$ cat config.mk
export PLATFORM = sky130hd
export DESIGN_NAME = aud_player_i2s
export DESIGN_NICKNAME = d
export VERILOG_FILES = /design/src/rtl/aud_player_i2s.sv
export SDC_FILE = /design/constraint.sdc
export NUM_CORES = 1
export LEC_CHECK = 0
export CAP_MARGIN = 40
export CORE_MARGIN = 2
export CORE_UTILIZATION = 45
export CTS_BUF_LIST = sky130_fd_sc_hd__clkbuf_8
export DETAILED_ROUTE_END_ITERATION = 7
export MAX_ROUTING_LAYER = met4
export PLACE_DENSITY = 0.79
export SYNTH_ARGS = -nofsm -noshare
export SYNTH_HDL_FRONTEND = slang
export SYNTH_SLANG_ARGS = --single-unit
export TNS_END_PERCENT = 50
$ cat constraint.sdc
create_clock -name i_clk -period 1.6 [get_ports i_clk]
set_clock_uncertainty 0.1 [all_clocks]
set_input_delay 0.24 -clock i_clk [delete_from_list [all_inputs] [get_ports i_clk]]
set_output_delay 0.24 -clock i_clk [all_outputs]
set_load 0.01 [all_outputs]
$ cat src/rtl/aud_player_i2s.sv
// aud_player_i2s: double-buffered stereo serializer for the WM8731 DAC path.
// All logic runs on AUD_BCLK. A frame is accepted over valid/ready into a
// pending buffer and starts playing at the next LRC falling edge (frame start).
// Samples are shifted MSB-first in I2S (one BCLK delay) or left-justified mode.
// Optional feature macro: AUD_PLAYER_UNDERRUN_CNT_EN adds a saturating
// 16-bit underrun counter on port o_underrun_cnt.
module aud_player_i2s #(
   parameter int DATA_W = 16,
   parameter int CNT_W  = 6
) (
   input  logic              i_clk,
   input  logic              i_rst_n,
   input  logic              i_lrc,
   input  logic              i_en,
   input  logic              i_mode,
   input  logic              i_valid,
   input  logic [DATA_W-1:0] i_data_l,
   input  logic [DATA_W-1:0] i_data_r,
   output logic              o_ready,
   output logic              o_aud_dacdat,
   output logic              o_underrun
`ifdef AUD_PLAYER_UNDERRUN_CNT_EN
   ,
   output logic [15:0]       o_underrun_cnt
`endif
);

   typedef enum logic [1:0] {
      ST_IDLE  = 2'd0,
      ST_PLAY  = 2'd1,
      ST_PAUSE = 2'd2
   } state_t;

   state_t              state;
   logic                lrc_r;
   logic                pend_vld;
   logic [DATA_W-1:0]   pend_l;
   logic [DATA_W-1:0]   pend_r;
   logic [DATA_W-1:0]   shift_reg;
   logic [DATA_W-1:0]   hold_r;
   logic [CNT_W-1:0]    bit_cnt;
   logic                mode_r;

   logic                lrc_rise;
   logic                lrc_fall;
   logic                take;
   logic                frame_load;
   logic                underrun_evt;
   logic [DATA_W-1:0]   left_word;
   logic [DATA_W-1:0]   ld_word;
   logic                ld_mode;

   // Edge detection, handshake and the word/mode selected for a channel load.
   always_comb begin
      lrc_rise     = 1'b0;
      lrc_fall     = 1'b0;
      take         = 1'b0;
      frame_load   = 1'b0;
      underrun_evt = 1'b0;
      left_word    = '0;
      ld_word      = '0;
      ld_mode      = 1'b0;
      lrc_rise     = !lrc_r && i_lrc;
      lrc_fall     = lrc_r && !i_lrc;
      take         = i_valid && o_ready;
      // i_en is only looked at on frame start so a frame in flight completes
      frame_load   = lrc_fall && i_en;
      underrun_evt = frame_load && !pend_vld;
      if (pend_vld) begin
         left_word = pend_l;
      end else begin
         left_word = '0;
      end
      if (lrc_fall) begin
         ld_word = left_word;
         ld_mode = i_mode;
      end else begin
         ld_word = hold_r;
         ld_mode = mode_r;
      end
   end

   // Delayed copy of LRC for edge detection.
   always_ff @(posedge i_clk) begin
      if (!i_rst_n) begin
         lrc_r <= 1'b0;
      end else begin
         lrc_r <= i_lrc;
      end
   end

   // Pending frame buffer; an arriving frame is never bypassed to the shifter.
   always_ff @(posedge i_clk) begin
      if (!i_rst_n) begin
         pend_vld <= 1'b0;
         pend_l   <= '0;
         pend_r   <= '0;
         o_ready  <= 1'b1;
      end else if (take) begin
         pend_vld <= 1'b1;
         pend_l   <= i_data_l;
         pend_r   <= i_data_r;
         o_ready  <= 1'b0;
      end else if (frame_load && pend_vld) begin
         pend_vld <= 1'b0;
         o_ready  <= 1'b1;
      end else begin
         pend_vld <= pend_vld;
         o_ready  <= !pend_vld;
      end
   end

   // Playback FSM and serializer with registered data and underrun outputs.
   always_ff @(posedge i_clk) begin
      if (!i_rst_n) begin
         state        <= ST_IDLE;
         o_aud_dacdat <= 1'b0;
         o_underrun   <= 1'b0;
         shift_reg    <= '0;
         hold_r       <= '0;
         bit_cnt      <= '0;
         mode_r       <= 1'b0;
      end else begin
         o_underrun <= 1'b0;
         if (lrc_fall) begin
            mode_r <= i_mode;
         end else begin
            mode_r <= mode_r;
         end
         if (lrc_fall && !i_en) begin
            // frame start while disabled: IDLE stays IDLE, PLAY parks in PAUSE
            case (state)
               ST_IDLE: state <= ST_IDLE;
               default: state <= ST_PAUSE;
            endcase
            o_aud_dacdat <= 1'b0;
            shift_reg    <= '0;
            bit_cnt      <= '0;
         end else if (frame_load || (lrc_rise && (state == ST_PLAY))) begin
            if (frame_load) begin
               state      <= ST_PLAY;
               o_underrun <= !pend_vld;
               if (pend_vld) begin
                  hold_r <= pend_r;
               end else begin
                  hold_r <= '0;
               end
            end else begin
               state <= state;
            end
            // left-justified drives the MSB right away, I2S one BCLK later
            if (ld_mode) begin
               o_aud_dacdat <= ld_word[DATA_W-1];
               shift_reg    <= {ld_word[DATA_W-2:0], 1'b0};
               bit_cnt      <= CNT_W'(DATA_W - 1);
            end else begin
               o_aud_dacdat <= 1'b0;
               shift_reg    <= ld_word;
               bit_cnt      <= CNT_W'(DATA_W);
            end
         end else if ((state == ST_PLAY) && (bit_cnt != {CNT_W{1'b0}})) begin
            o_aud_dacdat <= shift_reg[DATA_W-1];
            shift_reg    <= {shift_reg[DATA_W-2:0], 1'b0};
            bit_cnt      <= bit_cnt - CNT_W'(1);
         end else begin
            // after the LSB, or while not playing, the line idles low
            o_aud_dacdat <= 1'b0;
            bit_cnt      <= '0;
         end
      end
   end

`ifdef AUD_PLAYER_UNDERRUN_CNT_EN
   // Saturating count of frame-start underruns, cleared only by reset.
   always_ff @(posedge i_clk) begin
      if (!i_rst_n) begin
         o_underrun_cnt <= 16'h0000;
      end else if (underrun_evt && (o_underrun_cnt != 16'hFFFF)) begin
         o_underrun_cnt <= o_underrun_cnt + 16'h0001;
      end else begin
         o_underrun_cnt <= o_underrun_cnt;
      end
   end
`endif

endmodule

# Word-level counts from Yosys, hierarchy flattened
# Index checks and enable logic that the tools add are counted.
[op_classes]
n_mul = 0
shifts = 0
reduce_logical = 23
n_eq_ne = 1
magnitude_cmp = 0
bitwise_logic = 4
muxes = 21
n_div = 0
add_sub_neg = 1
[op_table]
columns = ["cell", "count"]
rows = [
  ["two-way mux 16 bit", 6],
  ["two-way mux 6 bit", 2],
  ["logical AND 1 bit", 8],
  ["two-way mux 1 bit", 8],
  ["two-way mux 2 bit", 4],
  ["nonzero test 2 bit", 4],
  ["nonzero test 6 bit", 1],
  ["subtractor 6 x 1 -> 6 bit (second input constant)", 1],
  ["two-way mux 5 bit", 1],
  ["zero test 1 bit", 4],
  ["NOT 1 bit", 4],
  ["OR reduction 4 bit", 1],
  ["AND reduction 3 bit", 1],
  ["== test 2 x 1 -> 1 bit (second input constant)", 1],
  ["zero test 2 bit", 1],
  ["AND reduction 2 bit", 1],
  ["OR reduction 2 bit", 1],
  ["logical OR 1 bit", 1],
]
[word_totals]
wordCells = 62
latchBits = 0
ff_bits = 78
memories = 0
mem_bits_ro = 0
in_bits = 38
mem_bits_rw = 0

# Depth between registers and ports, before layout
# Gate-level depths: netlist of run 1.
[logic_depth]
word_depth = 6
depth_mapped = 7
depth_no_buf = 6

# Worst setup path after synthesis of run 1
# No wires, ideal clock.
[synth_timing]
path_kind = "reg-to-reg"
start = "register bit_cnt[2]"
end = "register shift_reg[15]"
required_time_ps = 1375
stages_incl_launch_ff = 6
period_less_slack_ps = 1725
path_slack_ps = -125
setup_ps = 125
t_arrival_ps = 1500
path_buffers = 1
cell_sequence = "dfxtp_1 or3_4 o21ai_4 buf_12 mux2i_1 o32ai_2"
[synth_between]
elab_chain_cells = 3
[synth_lines]
columns = ["item", "line_no", "rtl"]
rows = [
  ["start, declared", "41", "logic [CNT_W-1:0] bit_cnt;"],
  ["start signal, assigned", "155", "bit_cnt <= CNT_W'(DATA_W - 1);"],
  ["start signal, assigned", "159", "bit_cnt <= CNT_W'(DATA_W);"],
  ["start signal, assigned", "164", "bit_cnt <= bit_cnt - CNT_W'(1);"],
  ["nonzero test 6 bit", "161", "end else if ((state == ST_PLAY) && (bit_cnt != {CNT_W{1'b0}})) begin"],
  ["logical AND 1 bit", "161", ""],
  ["nonzero test 2 bit (no source line)", "n/a", ""],
  ["end signal, assigned", "154", "shift_reg <= {ld_word[DATA_W-2:0], 1'b0};"],
  ["end signal, assigned", "158", "shift_reg <= ld_word;"],
  ["end signal, assigned", "163", "shift_reg <= {shift_reg[DATA_W-2:0], 1'b0};"],
  ["end, declared", "39", "logic [DATA_W-1:0] shift_reg;"],
]
# Every way passes these cells.
# A chain may end at the register's enable or synchronous reset.

# Worst setup path in the final report of run 1
[layout_timing]
start = "register bit_cnt[4]"
end = "register shift_reg[1]"
# The elaborated chain is that of the path after synthesis.

==> results of run 1 <==
power by group through the flow:
stage	clock network, mW	registers (mW)	logic, mW
after global placement	0	2.09	0.467
after CTS	1.44	2.05	0.490
after floorplan	0	2.08	0.266
final	1.41	2.05	0.494
after global routing	1.53	2.05	0.545
after detailed placement	0	2.09	0.481
cell families after synthesis:
logic type | synth area share [%]
AOI/OAI and AO/OA | 17.37
xor gates and xnor gates | 0.9748
adders and majority gates | 0.6960
buffers and inverters | 6.022
DFF | 43.44
muxes | 9.224
and+or+nand+nor | 22.28
cells in the mapped netlist, drive strengths merged (4+ instances only):
library cell / n / area [um^2]
a21boi: 48 / 360.4
nor3: 11 / 55.05
nor2: 30 / 112.6
inv: 18 / 67.56
mux2i: 32 / 320.3
dfxtp: 78 / 1562
o32ai: 12 / 112.6
clkbuf: 19 / 71.32
nand2: 102 / 382.9
a21oi: 7 / 35.03
buf: 12 / 77.58
and2: 4 / 25.02
nand3: 22 / 110.1
through the flow:
stage	power (mW)	instance area (um^2)
after floorplan	2.345	3600
after global placement	2.554	4307
after detailed placement	2.571	4307
after CTS	3.974	4537
after global routing	4.126	4597
final	3.954	4597
final cells by class:
cell class | count | area share (%)
clock buffers | 10 | 2.994
clock inverters | 6 | 1.116
inverters | 18 | 1.470
multi-input cells | 303 | 41.37
flip-flops and latches | 78 | 34.13
well taps | 102 | 2.776
repair buffers | 75 | 16.14
repair_timing:
| action | in CTS | in global routing |
|---|---|---|
| endpoints found under the hold margin | 0 | 0 |
| resized for setup | 13 | 14 |
| pin swaps | 0 | 5 |
| endpoints found under the setup margin | 21 | 18 |
| setup buffers | 0 | 1 |
| cloned | 1 | 0 |
cell usage in the layout, fill, tap and decap left out, types with 11 or more instances in the layout:
master and instances:
nor2_1 30, buf_4 28, inv_1 18, a21boi_0 48, clkdlybuf4s50_1 37, nand3_1 22, nand2_1 102, dfxtp_1 74
nor3_1 11, mux2i_1 23
per-layer routing:
metal | up-vias | track usage (%)
met5 | - | -
met4 | 0 | 6.863
met3 | 12 | 3.787
met2 | 77 | 36.21
met1 | 1471 | 25.03
li1 | 1555 | -
worst max-delay path, delay by kind of cell, from the launching register on:
family                 cells  cell delay, ns
and+or+nand+nor            1            0.43
DFF                        1            0.33
AOI/OAI and AO/OA          2            0.31
muxes                      1            0.25
buffers and inverters      1            0.18
worst max-delay path by stage:
stage / startpoint / endpoint / slack, ns
final: bit_cnt[4]$_SDFF_PP0_ / shift_reg[1]$_SDFFE_PP0P_ / -0.12
after global routing: bit_cnt[4]$_SDFF_PP0_ / shift_reg[1]$_SDFFE_PP0P_ / -0.18
after CTS: bit_cnt[4]$_SDFF_PP0_ / shift_reg[1]$_SDFFE_PP0P_ / -0.13
after detailed placement: i_lrc / shift_reg[10]$_SDFFE_PP0P_ / -0.46
after global placement: i_lrc / shift_reg[10]$_SDFFE_PP0P_ / -0.41
after floorplan: bit_cnt[4]$_SDFF_PP0_ / shift_reg[15]$_SDFFE_PP0P_ / -0.08
==> metrics.csv, run 1 <==
metric;value;unit
status;finished with violations;
violated checks;negative setup slack;
die width;93.38;um
VDD IR-drop max;525.6;uV
Layout Nets;525;
Critical Path End Type;flop;
Cell Rows;32;
cell count after placement;574;
final wirelength;8261;um
Final min period;1.720;ns
worst-skew pair later-pin latency;0.36;ns
Max Slew Vio Count;0;
combinational share of power;12.5;%
Slew headroom;72.69;%
core area;7727;um^2
final-report hold violation count;0;
CTS Buffer Depth;2;
Min-Delay Startpoint;i_lrc;
final hold slack;0.2256;ns
Ys Warns;0;
CP max FO;14;
switch share;26.91;%
Worst R2R Setup Slack;-0.12;ns
Data required, critical path;1.74;ns
Worst-Margin Slew;0.4097;ns
Final TNS setup;-0.8561;ns
Vias/cell;5.262;
first-iteration detailed-routing DRC count;210;
DRC;0;
Fillers;643;
critical path's slowest cell;or3_4;
Worst EP arrival;1.86;ns
min setup slack post-route;-0.1202;ns
Pint;2.890;mW
max cap viols;0;
fin cells;592;
Synthesized Nets;469;
Synth Instances;429;
# diodes;0;
routability cong.;0.8639;
reg2reg start;bit_cnt[4]$_SDFF_PP0_;
worst hold endpoint;lrc_r$_SDFF_PN0_;
fin crit share;107.5;%
register share of total power;51.8;%
GRT Util Overall;21.07;%
RSZ-0062 raised after global routing;true;
met2 routed WL;4186;um
met1 wire length;3639;um
CP Launch Type;flop;
Reg area;1569;um^2
clk root buf;clkbuf_8;
EDFF count, synth;0;
number of global-route vias before repair;3033;
routed len/inst;13.95;um
DP Worst Slack;-0.4579;ns
Seq/Total Area, Yosys;43.44;%
number of synthesized register bits;78;
Initial Util;46.52;%
Hold Path Depth;2;
Sw Pwr;1.064;mW
H-Tree Depth;3;
clk sink count;78;
Leak;1.713;nW
Vias;3115;
area grow syn2layout;27.88;%
combined area of the multi-input logic cells;1902;um^2
cts-stage hold buffer count;0;
Setup violations, final;13;
met3 wire length;304;um
FF-to-FF End;shift_reg[1]$_SDFFE_PP0P_;
fin util;59.49;%
Worst R2R Path Depth;5;
Inserted Clock Buffers;9;
drt first pass iters;4;
Top FF cell, synth;dfxtp_1;
CTS tree;yes;
Final ANT Viol Nets;0;
Setup CP Type;reg -> reg;
layout cell share with drive strength beyond 1;16.33;%
syn avg cell area;8.379;um^2
gr ovfl total;0;
crit path cell chain;or3_4, o21ai_4, buf_12, mux2i_4, o32ai_2;
hold crit path type;in -> reg;
pin count of the biggest net entering global routing;55;
asr flop ratio synth;0;%
FMAX;581.3;MHz
input/output buffers;40;
# IOs;41;
dpl hpwl;5675;um
crit-path max cell delay;0.43;ns
Max Used Layer;met4;
number of distinct library cells after synthesis;39;
power share of the clock group;35.7;%
P per Cell Area;860.1;nW/um^2
clock-pin slew on the worst setup and hold paths;0.09;ns
initial antenna violation count;0;
Die ar.;8719;um^2
Die Ht;93.38;um
synthesized area;3595;um^2
first-pass GRT wire length;14190;um
(Power assumes the default switching activity.)
==> run 2, diff against run 1 <==
- ABC_AREA: default -> 1
==> metrics.csv, run 2 <==
metric;value;unit
status;finished, final reports clean;
RSZ-0062 raised after global routing;false;
clk sink count;78;
Seq/Total Area, Yosys;42.78;%
CP max FO;1;
Vias/cell;4.850;
H-Tree Depth;3;
Slew headroom;59.57;%
die width;94.06;um
first-pass GRT wire length;13440;um
DP Worst Slack;-0.1921;ns
EDFF count, synth;0;
Final min period;1.529;ns
DRC;0;
crit path cell chain;clkdlybuf4s50_1;
layout cell share with drive strength beyond 1;10.23;%
largest cells by area after synthesis;dfxtp_1, nand2_1, nor2_1, a21oi_1, o21ai_0;
Yosys top cell by area;dfxtp_1;
# diodes;0;
clk root buf;clkbuf_8;
Vias;3293;
area grow syn2layout;20.91;%
# IOs;41;
Simple-Gate Fraction of Synth Area;33.32;%
first-iteration detailed-routing DRC count;149;
combined area of the multi-input logic cells;1772;um^2
Ys Warns;0;
Synth Area in Compound Gates;13.82;%
final wirelength;7776;um
Die Ht;94.06;um
largest family of logic cells by synthesized area;simple AND/OR/NAND/NOR gates;
top-count cell post-synth;nand2_1;
routability cong.;0.9253;
worst-skew pair later-pin latency;0.35;ns
Reg area;1563;um^2
Max Slew Vio Count;0;
Inserted Clock Buffers;9;
number of synthesized register bits;78;
synthesized area;3650;um^2
max cap viols;0;
drt first pass iters;5;
CTS tree;yes;
top cells by count, synth;nand2_1, dfxtp_1, nor2_1;
initial antenna violation count;0;
core area;7807;um^2
Final ANT Viol Nets;0;
Synthesized Nets;568;
Top FF cell, synth;dfxtp_1;
Fillers;707;
gr ovfl total;0;
commonest non-fill, non-tap cells in the layout;nand2_1, dfxtp_1, nor2_1, clkdlybuf4s50_1;
hold crit path type;in -> reg;
post-route cell area;4413;um^2
area share of the largest cell type after synthesis;42.78;%
crit-path max cell delay;0.52;ns
Final TNS setup;0;ns
pin count of the biggest net entering global routing;34;
Die ar.;8847;um^2
number of global-route vias before repair;3139;
commonest non-fill, non-tap cell in the layout;nand2_1;
CTS Buffer Depth;2;
Leak;2.023;nW
GRT Util Overall;19.71;%
VDD IR-drop max;516.7;uV
CP Launch Type;flop;
fin crit share;95.58;%
Data required, critical path;1.26;ns
cell count after placement;663;
fin cells;679;
Area after DPL;4220;um^2
Synth Area in Adders;0.6856;%
Worst EP arrival;1.19;ns
cts-stage hold buffer count;0;
critical path's top delay family;buffers and inverters;
Layout Nets;612;
min setup slack post-route;0.07074;ns
dpl hpwl;5869;um
final-report hold violation count;0;
Bufs and invs on worst path;1;
Initial Util;46.75;%
Critical Path End Type;output port;
Cell Rows;32;
clock-pin slew on the worst setup and hold paths;0.08;ns
input/output buffers;40;
Post-Synth XOR/XNOR Area;0.7199;%
Synth Instances;528;
Setup violations, final;0;
syn avg cell area;6.912;um^2
asr flop ratio synth;0;%
FMAX;653.9;MHz
P per Cell Area;913.5;nW/um^2
number of distinct library cells after synthesis;25;
multiplexer area fraction after synthesis;0;%
routed len/inst;11.45;um
Worst-Margin Slew;0.6058;ns
critical path's slowest cell;clkdlybuf4s50_1;
Setup CP Type;reg -> out;
[run 2: cell types whose count changed after synthesis, sizes merged, moves of 14 or more]
cell / change
nand2: +100
nor2: +36
o21ai: +30
a21oi: +34
mux2i: -32
nand3: -15
inv: +19
o21bai: +15
a21boi: -48
nand3b: +14
[run 2: cell type report]
type | count | share of cell area [%]
multi-input cells | 385 | 40.15
flip-flops and latches | 78 | 35.41
repair buffers | 61 | 14.20
clock buffers | 11 | 3.431
inverters | 37 | 3.147
well taps | 102 | 2.892
clock inverters | 5 | 0.7655
[run 2: path summary, 6_finish.rpt]
kind,slack [ns],endpoint,from,cells after the start
worst min register to register,0.36,hold_r[13]$_SDFFE_PN0P_,pend_r[13]$_SDFFE_PN0P_,2
worst min-delay path,0.36,pend_r[11]$_SDFFE_PN0P_,i_data_r[11],3
worst max register to register,0.10,shift_reg[9]$_SDFFE_PP0P_,bit_cnt[1]$_SDFF_PP0_,7
worst max-delay path,0.07,o_underrun,o_underrun$_SDFF_PP0_,1
[run 2: layer usage]
layer	share of wire [%]	track usage [%]	up-vias
li1	-	-	1737
met1	47	24.06	1469
met2	46	31.25	66
met3	3.7	3.772	21
met4	2.9	9.783	0
met5	0	-	-
[run 2: power by group]
group | leakage, nW | internal (mW) | switching (mW)
registers | 0.639 | 2.06 | 0.0536
clock network | 0.0913 | 0.644 | 0.717
logic | 1.29 | 0.258 | 0.299
total | 2.02 | 2.96 | 1.07
[run 2: kinds of logic after synthesis]
family | count (synthesis)
adders and majority gates | 2
and+or+nand+nor | 292
DFF | 78
AOI/OAI and AO/OA | 88
buffers and inverters | 65
xor gates and xnor gates | 3
[run 2: timing repair]
item,CTS,global route
buffers inserted,0,0
resized for setup,0,3
setup endpoints to repair,0,9
[run 2: per-stage QoR]
stage                     hold slack, ns  power (mW)  utilization, %
after detailed placement          0.3475       2.716           54.05
after floorplan                   0.2335       2.508               -
final                             0.3620       4.031           56.52
after global routing              0.3672       4.212           56.52
after CTS                         0.3530       4.070           56.43
after global placement            0.3437       2.691           54.05
[run 2: worst reg2reg max path: stages, from the launching register on]
cell	delay [ns]
dfxtp_1	0.37
inv_1	0.08
ha_1	0.19
nand3_1	0.11
nand2_1	0.11
buf_12	0.18
o21bai_1	0.18
a21oi_2	0.07
